### src/rtl/sd_weight_loader_ctrl.sv
// -----------------------------------------------------------------------------
// sd_weight_loader_ctrl
//
// Sequences one SD-card file load into an on-chip SNN weight/config memory.
// The controller holds sd_file_reader in reset for a fixed number of cycles,
// releases it, then collects the byte stream it produces. Bytes are packed
// little-endian into memory words and written out through a simple BRAM
// write port. End of file is recognised by a long idle gap after the last
// byte. A missing first byte, too many words, or an abort from the board all
// end the load with a sticky error code.
//
// Ports
//   clk          system clock
//   rstn         synchronous active-low reset
//   start        one-cycle load request, ignored while busy
//   abort        cancel the load in progress
//   busy         high from start acceptance until done or error
//   done         one-cycle pulse on successful completion
//   error        sticky error flag, cleared by the next accepted start
//   err_code     0 none, 1 no data/timeout, 2 overflow, 3 abort
//   reader_rstn  reset for sd_file_reader (active low)
//   sd_outen     byte strobe from sd_file_reader
//   sd_outbyte   byte from sd_file_reader
//   mem_we       memory write strobe, one cycle per word
//   mem_addr     word address, valid with mem_we
//   mem_wdata    packed word, valid with mem_we
//   byte_count   bytes accepted in the current or last load (saturating)
//   word_count   words written in the current or last load
// -----------------------------------------------------------------------------
module sd_weight_loader_ctrl #(
    parameter int WORD_BYTES  = 4,
    parameter int ADDR_W      = 12,
    parameter int MAX_WORDS   = 4096,
    parameter int RST_CYC     = 16,
    parameter int TIMEOUT_CYC = 50000000,
    parameter int EOF_GAP     = 1000000
) (
    input  logic                      clk,
    input  logic                      rstn,
    input  logic                      start,
    input  logic                      abort,
    output logic                      busy,
    output logic                      done,
    output logic                      error,
    output logic [1:0]                err_code,
    output logic                      reader_rstn,
    input  logic                      sd_outen,
    input  logic [7:0]                sd_outbyte,
    output logic                      mem_we,
    output logic [ADDR_W-1:0]         mem_addr,
    output logic [8*WORD_BYTES-1:0]   mem_wdata,
    output logic [31:0]               byte_count,
    output logic [ADDR_W:0]           word_count
);

    localparam int DATA_W = 8 * WORD_BYTES;
    localparam int IDX_W  = (WORD_BYTES > 1) ? $clog2(WORD_BYTES) : 1;
    localparam int CNT_W  = 32;

    localparam logic [1:0] ERR_TIMEOUT  = 2'd1;
    localparam logic [1:0] ERR_OVERFLOW = 2'd2;
    localparam logic [1:0] ERR_ABORT    = 2'd3;

    typedef enum logic [2:0] {
        ST_IDLE      = 3'd0,
        ST_RST_RDR   = 3'd1,
        ST_WAIT_DATA = 3'd2,
        ST_STREAM    = 3'd3,
        ST_FLUSH     = 3'd4,
        ST_FIN       = 3'd5,
        ST_ERR       = 3'd6
    } state_t;

    state_t              state_r;
    // Shared counter: reader reset length in RST_RDR, idle gap afterwards.
    logic [CNT_W-1:0]    cnt_r;
    logic [IDX_W-1:0]    byte_idx_r;
    logic [DATA_W-1:0]   pack_r;

    logic [DATA_W-1:0]   pack_next_s;
    logic                word_last_s;
    logic [ADDR_W:0]     next_word_s;
    logic                overflow_s;

    // Byte merge into the pack register and word bookkeeping for the next write.
    always_comb begin
        pack_next_s = pack_r;
        pack_next_s[{byte_idx_r, 3'b000} +: 8] = sd_outbyte;
        word_last_s = (byte_idx_r == IDX_W'(WORD_BYTES - 1));
        // A write issued last cycle is not yet in word_count; count it here so
        // back-to-back word completions get consecutive addresses.
        next_word_s = word_count + {{ADDR_W{1'b0}}, mem_we};
        overflow_s  = (byte_idx_r == {IDX_W{1'b0}}) &&
                      (next_word_s >= (ADDR_W + 1)'(MAX_WORDS));
    end

    // Load sequencer with registered outputs.
    always_ff @(posedge clk) begin
        if (!rstn) begin
            state_r     <= ST_IDLE;
            cnt_r       <= {CNT_W{1'b0}};
            byte_idx_r  <= {IDX_W{1'b0}};
            pack_r      <= {DATA_W{1'b0}};
            busy        <= 1'b0;
            done        <= 1'b0;
            error       <= 1'b0;
            err_code    <= 2'd0;
            reader_rstn <= 1'b0;
            mem_we      <= 1'b0;
            mem_addr    <= {ADDR_W{1'b0}};
            mem_wdata   <= {DATA_W{1'b0}};
            byte_count  <= 32'd0;
            word_count  <= {(ADDR_W + 1){1'b0}};
        end else begin
            mem_we <= 1'b0;
            done   <= 1'b0;
            // The word is counted on the edge that retires its write strobe.
            if (mem_we) begin
                word_count <= word_count + {{ADDR_W{1'b0}}, 1'b1};
            end

            case (state_r)
                ST_IDLE: begin
                    reader_rstn <= 1'b0;
                    if (start) begin
                        byte_count <= 32'd0;
                        word_count <= {(ADDR_W + 1){1'b0}};
                        pack_r     <= {DATA_W{1'b0}};
                        byte_idx_r <= {IDX_W{1'b0}};
                        error      <= 1'b0;
                        err_code   <= 2'd0;
                        busy       <= 1'b1;
                        cnt_r      <= {CNT_W{1'b0}};
                        state_r    <= ST_RST_RDR;
                    end
                end

                ST_RST_RDR: begin
                    if (abort) begin
                        state_r     <= ST_ERR;
                        error       <= 1'b1;
                        err_code    <= ERR_ABORT;
                        busy        <= 1'b0;
                        reader_rstn <= 1'b0;
                    end else if (cnt_r == CNT_W'(RST_CYC - 1)) begin
                        reader_rstn <= 1'b1;
                        cnt_r       <= {CNT_W{1'b0}};
                        state_r     <= ST_WAIT_DATA;
                    end else begin
                        cnt_r <= cnt_r + CNT_W'(1);
                    end
                end

                ST_WAIT_DATA, ST_STREAM: begin
                    if (abort) begin
                        // Abort wins over a byte in the same cycle: nothing is written.
                        state_r     <= ST_ERR;
                        error       <= 1'b1;
                        err_code    <= ERR_ABORT;
                        busy        <= 1'b0;
                        reader_rstn <= 1'b0;
                    end else if (sd_outen) begin
                        if (overflow_s) begin
                            state_r     <= ST_ERR;
                            error       <= 1'b1;
                            err_code    <= ERR_OVERFLOW;
                            busy        <= 1'b0;
                            reader_rstn <= 1'b0;
                        end else begin
                            state_r <= ST_STREAM;
                            cnt_r   <= {CNT_W{1'b0}};
                            if (byte_count != 32'hFFFF_FFFF) begin
                                byte_count <= byte_count + 32'd1;
                            end
                            if (word_last_s) begin
                                mem_we     <= 1'b1;
                                mem_addr   <= next_word_s[ADDR_W-1:0];
                                mem_wdata  <= pack_next_s;
                                pack_r     <= {DATA_W{1'b0}};
                                byte_idx_r <= {IDX_W{1'b0}};
                            end else begin
                                pack_r     <= pack_next_s;
                                byte_idx_r <= byte_idx_r + IDX_W'(1);
                            end
                        end
                    end else if ((state_r == ST_WAIT_DATA) &&
                                 (cnt_r == CNT_W'(TIMEOUT_CYC - 1))) begin
                        state_r     <= ST_ERR;
                        error       <= 1'b1;
                        err_code    <= ERR_TIMEOUT;
                        busy        <= 1'b0;
                        reader_rstn <= 1'b0;
                    end else if ((state_r == ST_STREAM) &&
                                 (cnt_r == CNT_W'(EOF_GAP - 1))) begin
                        state_r <= ST_FLUSH;
                    end else begin
                        cnt_r <= cnt_r + CNT_W'(1);
                    end
                end

                ST_FLUSH: begin
                    // End of file already declared; late strobes are dropped.
                    if (abort) begin
                        state_r     <= ST_ERR;
                        error       <= 1'b1;
                        err_code    <= ERR_ABORT;
                        busy        <= 1'b0;
                        reader_rstn <= 1'b0;
                    end else begin
                        if (byte_idx_r != {IDX_W{1'b0}}) begin
                            // Unused high bytes are already zero in pack_r.
                            mem_we    <= 1'b1;
                            mem_addr  <= next_word_s[ADDR_W-1:0];
                            mem_wdata <= pack_r;
                        end
                        pack_r      <= {DATA_W{1'b0}};
                        byte_idx_r  <= {IDX_W{1'b0}};
                        done        <= 1'b1;
                        busy        <= 1'b0;
                        reader_rstn <= 1'b0;
                        state_r     <= ST_FIN;
                    end
                end

                ST_FIN: begin
                    state_r <= ST_IDLE;
                end

                ST_ERR: begin
                    state_r <= ST_IDLE;
                end

                default: begin
                    state_r     <= ST_IDLE;
                    busy        <= 1'b0;
                    reader_rstn <= 1'b0;
                end
            endcase
        end
    end

endmodule

### config.mk
export PLATFORM = sky130hd
export DESIGN_NAME = sd_weight_loader_ctrl
export DESIGN_NICKNAME = d
export VERILOG_FILES = /design/src/rtl/sd_weight_loader_ctrl.sv
export SDC_FILE = /design/constraint.sdc
export NUM_CORES = 1
export LEC_CHECK = 0
export CAP_MARGIN = 15
export CORE_MARGIN = 2
export CORE_UTILIZATION = 55
export DETAILED_ROUTE_END_ITERATION = 8
export PLACE_DENSITY = 0.88
export SLEW_MARGIN = 25
export SYNTH_ARGS = -nofsm -noshare
export SYNTH_HDL_FRONTEND = slang
export SYNTH_SLANG_ARGS = --single-unit
export TNS_END_PERCENT = 30
### constraint.sdc
create_clock -name clk -period 3 [get_ports clk]
set_input_delay 0.3 -clock clk [delete_from_list [all_inputs] [get_ports clk]]
set_output_delay 0.3 -clock clk [all_outputs]
set_load 0.03 [all_outputs]
==> impl_metrics.toml <==
[critical_path]
cp_data_required_time_ps = 3360
crit_start = "word_count[0]$_SDFF_PN0_"
cp_max_fo = 8
worst_ep_arrival_time_ps = 3190
crit_path_end_kind = "register"
ff2ff_path_depth = 9
r2r_start = "word_count[0]$_SDFF_PN0_"
start_kind = "register"
critPathKind = "register to register"

[clocking]
clock_path_buffers = 2
clk_latency_ps = 440
postCtsHoldBufs = 0
path_clk_slew_ps = 70
clkSinkCount = 165
clock_tree.root_cell = "clkbuf_16"
cts_buffers = 17
htreeDepth = 4
cts_tree = "done"

[synth]
synthFlopType = "dfxtp_1"
syn_avg_cell_area_um2 = 8.03
syn-instance-count = 1019
ys_types = 67
ys_seq_area_share_pct = 40.4
synth_seq_cells = 165
syn_nets = 1043
mappedNetlistArea_mm2 = 0.00819
async_flop_share_pct = 0
yosysWarnings = 0
synth_edf_count = 0

[routing]
first_pass_iters = 5
vias_per_cell = 6.26
drtIter0Drc = 1089
antenna_left = 0
drt-total-wl_um = 23100
vias = 8213
drc = 0
detail_route.wl_per_cell_um = 17.6

[global_routing]
antenna_found_initial = 0
grt_remaining_overflow = 0
grt_max_degree = 69
grt_pass1_vias = 7526
grt_use_total_pct = 28.1
grt_pass1_wl_um = 37000

[power]
irDropWorstVdd_mv = 0.490
p_per_area_mw_per_mm2 = 632
p_leak_nw = 3.55

[outcome]
status = "completed"

[floorplanning]
io_pins = 109
die_w_um = 126
rows = 44
start_util_pct = 56.3
dieArea_mm2 = 0.0159
core_region_area_mm2 = 0.0145
die_h_um = 126

[cells_and_area]
drive_above_1_share_pct = 8.87
fillers = 1119
final_cell_mix = "dfxtp_1 (165), nand2_1 (128), clkdlybuf4s50_1 (107)"
antenna_cells = 0
final_common_cell = "dfxtp_1"
syn2layout_area_growth_pct = 24.7
utilization_pct = 70.2
nets = 1140
final_cells = 1312

[timing]
slew_headroom_pct = 44.3
fin_skew_ps = 9.63
whs_ps = 327
min_period_ps = 2830
post-route-period-util_pct = 94.4
setup_violations = 0
rsz0062_at_grt = "yes"
hold_viol_final = 0
worst_pin_slew_ps = 835
max_freq_mhz = 353
timing.final.max_slew_violations = 0

[worst_hold_path]
hold_depth = 3
hold_start = "rstn"
hold_class = "input port to register"

[place]
place_inst = 1277
io_buffers = 108
hpwl_um = 14800
place.gp.congestion = 0.933

[job]
drv_cap = 0
where the power goes:
group | internal [mW] | leakage, nW | switching [mW]
clock network | 1.25 | 0.281 | 0.904
logic | 0.639 | 1.94 | 1.34
registers | 2.26 | 1.33 | 0.0594
total | 4.15 | 3.55 | 2.30
registers in the layout, summed over array words and instances, names as in the netlist:
register and count:
state_r 3, mem_addr 12, err_code 2, done 1, busy 1, error 1
reader_rstn 1, pack_r 32, word_count 13, cnt_r 32, mem_wdata 32, mem_we 1
byte_count 32, byte_idx_r 2
final timing paths:
path                                               endpoint  slack (ps)
worst max register to register  byte_count[25]$_SDFFE_PN0P_         170
worst max-delay path            byte_count[25]$_SDFFE_PN0P_         170
worst min register to register    mem_wdata[9]$_SDFFE_PN0P_         450
worst min-delay path                  cnt_r[3]$_SDFFE_PN0P_         330
metal layers:
metal  share of wire, %  vias up  GRT usage [%]
li1                   -     3892              -
met1                 43     3932           37.2
met2                 48      329           46.1
met3                6.5       60           5.06
met4                2.4        0           10.2
met5                  0        -              0
synthesized netlist by cell type, types with 15 or more instances:
library cell | count | area (um2)
nor2_1 | 87 | 327
clkbuf_1 | 53 | 199
or4_1 | 18 | 135
nand4_1 | 29 | 181
and3_1 | 15 | 93.8
o211ai_1 | 39 | 293
xor2_1 | 31 | 272
nand2_1 | 129 | 484
o31ai_1 | 37 | 278
dfxtp_1 | 165 | 3300
or3_1 | 15 | 93.8
o21ai_0 | 25 | 125
a21oi_1 | 109 | 546
xnor2_1 | 15 | 131
nand3_1 | 67 | 335
nor2b_1 | 34 | 213
worst max-delay path, stage by stage, from the launching register on:
cell and delay (ps):
dfxtp_1 380, ha_1 200, ha_2 230, nand3_4 130
o311ai_4 340, a31oi_4 200, a2111oi_4 570, nand2_2 170
or3_1 360, a21oi_1 170
through the flow:
step	instance area, um2	total power, mW	worst slack [ps]	setup TNS (ps)
3_5_place_dp	9540	4.17	6.98	0
6_report	10200	6.45	168	0
4_1_cts	10100	6.31	-6.15	-19.7
3_3_place_gp	9540	4.14	172	0
2_1_floorplan	8190	3.67	115	0
5_1_grt	10200	6.72	-23.8	-23.8
cell type report:
type | count | area, um2 | area share (%)
Multi-Input combinational cell | 771 | 4630 | 45.3
Sequential cell | 165 | 3300 | 32.4
Timing Repair Buffer | 147 | 1420 | 13.9
Clock buffer | 20 | 447 | 4.38
Tap cell | 184 | 230 | 2.26
Clock inverter | 11 | 126 | 1.24
Inverter | 14 | 52.6 | 0.515
cell families (layout without fill, tap and decap cells):
kind of cell,Yosys count,after routing,synth area share (%)
xor+xnor,46,46,4.92
compound gates,260,260,20.8
fa+ha+maj,11,11,1.68
buf+inv,83,192,4.22
mux,3,3,0.367
flops,165,165,40.4
simple gates,451,451,27.7
what timing repair did:
action | 4_1_cts | 5_1_grt
setup buffers | 0 | 4
setup endpoints to repair | 5 | 50
pin swaps | 1 | 1
gates resized for setup | 1 | 8
Power figures use the tool's default switching activity.
==> RTL edit, RTL diff (same settings) <==
Encoding of `state_t`: now Gray code (3 bits for 7 states).
--- a/src/rtl/sd_weight_loader_ctrl.sv
+++ b/src/rtl/sd_weight_loader_ctrl.sv
@@ -64,9 +64,9 @@
     typedef enum logic [2:0] {
-        ST_IDLE      = 3'd0,
-        ST_RST_RDR   = 3'd1,
-        ST_WAIT_DATA = 3'd2,
-        ST_STREAM    = 3'd3,
-        ST_FLUSH     = 3'd4,
-        ST_FIN       = 3'd5,
-        ST_ERR       = 3'd6
+        ST_IDLE      = 3'b000,
+        ST_RST_RDR   = 3'b001,
+        ST_WAIT_DATA = 3'b011,
+        ST_STREAM    = 3'b010,
+        ST_FLUSH     = 3'b110,
+        ST_FIN       = 3'b111,
+        ST_ERR       = 3'b101
     } state_t;
Formal check against the unedited RTL: no difference found for any inputs over 4 cycles, from zero or initial values and one cycle with rstn low; so few cycles prove little.
==> RTL edit against the original RTL <==
  * Final area increased by 0.94%
  * Clock skew about the same
  * First-iteration DRC count decreased by 22%
  * Area after synthesis increased by 1.9%
  * Sequential cell count unchanged
  * Setup slack got worse by 0.038 ns
  * Die area increased by 1.8%
  * Fmax decreased by 1.3%
  * Highest routed layer unchanged
  * Critical endpoint is now cnt_r[18]
  * Routed wire length decreased by 0.22%
  * Critical path type unchanged
Power is not compared: it rests on default switching activity, and its combinational part moved more than twofold at a synthesized area within 25%.
==> RTL edit: results (changes against the original RTL) <==
[detailed_routing]
viasPerCell=6.15  ; -1.7%
met1_length_um=10200  ; +4.0%
drtIter0Drc=846  ; -22%
route.met3.wl_um=1770  ; +18%
top_layer_used=met4
dr_wl_met2_um=10500  ; -6.1%

[setup_path]
critPathSlowestCell=or4_4
path_max_fanout=10  ; +2
slowest_delay_ns=0.60  ; +0.03 ns

[synthesis]
synth-adder-area-share_pct=1.65  ; -0.031 points
synthXorXnorAreaFrac_pct=4.83  ; -0.090 points
syn_nets=1093  ; +4.8%
synth.area.top_cells=dfxtp_1 40%, a21oi_1 7.9%, nor2_1 5.7%, nand2_1 5.4%, o211ai_1 3.8%
ys_seq_area_share_pct=39.6  ; -0.74 points
ys_top_cells_by_count=165 x dfxtp_1, 132 x a21oi_1, 126 x nor2_1
synth_cell_types=63  ; -6.0%
muxShareOfSynthArea_pct=0.240  ; -0.13 points
synth_compound_area_share_pct=18.6  ; -2.2 points

[worst_hold_path]
hold_path.class=reg2reg

[sta]
skew_ns=0.00940  ; -0.000228 ns
tightest_slew_ns=0.649  ; -0.187 ns

[global_routing]
grtUsageTotal_pct=28.0  ; -0.14 points
gr-usage-met3_pct=6.62  ; +1.6 points
grt_max_degree=82  ; +19%
grt_pass1_vias=7551  ; +0.33%
gr-usage-met1_pct=38.6  ; +1.4 points
grt_pass1_wl_um=37300  ; +0.76%
met2_usage_pct=43.5  ; -2.6 points

[placement]
pre_cts_ws_ns=0.158  ; +0.151 ns
place_hpwl_um=14900  ; +0.70%
gp_congestion=0.920  ; -1.4%

[layout]
final_nets=1182  ; +3.7%
drive_above_1_share_pct=7.95  ; -0.92 points
fillers=1118  ; -0.089%

[status]
run_status=completed

## RTL edit: cell count changes after synthesis, moves of 16 or more
cell	unedited run	this run
nand3_1	67	36
a21oi_1	109	132
xor2_1	31	15
nor3_1	14	61
nor2_1	87	126
o31ai_1	37	2
xnor2_1	15	31
## RTL edit: what timing repair did
action,in CTS,in global routing
setup endpoints to repair,0,76
setup buffers,0,1
endpoints found under the hold margin,0,0
resized for setup,0,11
## RTL edit: cell type report
class	instances	area, µm²	share of cell area [%]
flip-flops and latches	165	3300	32.1
multi-input cells	816	4720	45.8
well taps	188	235	2.28
clock buffers	20	447	4.34
repair buffers	144	1400	13.6
clock inverters	11	150	1.46
inverters	14	52.6	0.510
## RTL edit: stage by stage
stage	std cells	util (%)	instance area [µm²]	TNS [ns]
after floorplan	1069	-	8340	0
after global placement	1326	64.2	9640	0
after detailed placement	1326	64.2	9640	0
after CTS	1357	68.1	10200	0
after global routing	1358	68.5	10300	-0.00352
final	1358	68.5	10300	0
## RTL edit: path summary, 6_finish.rpt
path	start	endpoint	slack [ns]	cells past startpoint
worst max-delay path	cnt_r[8]	cnt_r[18]	0.13	8
worst min register to register	mem_wdata[16]	mem_wdata[16]	0.45	2
worst min-delay path	mem_wdata[16]	mem_wdata[16]	0.45	2
worst max register to register	cnt_r[8]	cnt_r[18]	0.13	8
## RTL edit: power groups by stage
stage | Combinational (W) | Clock (W) | Sequential (W)
final | 0.000482 | 0.00224 | 0.00223
after global routing | 0.000516 | 0.00234 | 0.00223
after CTS | 0.000461 | 0.00224 | 0.00223
after detailed placement | 0.000456 | 0 | 0.00227
after global placement | 0.000449 | 0 | 0.00227
after floorplan | 0.000309 | 0 | 0.00228
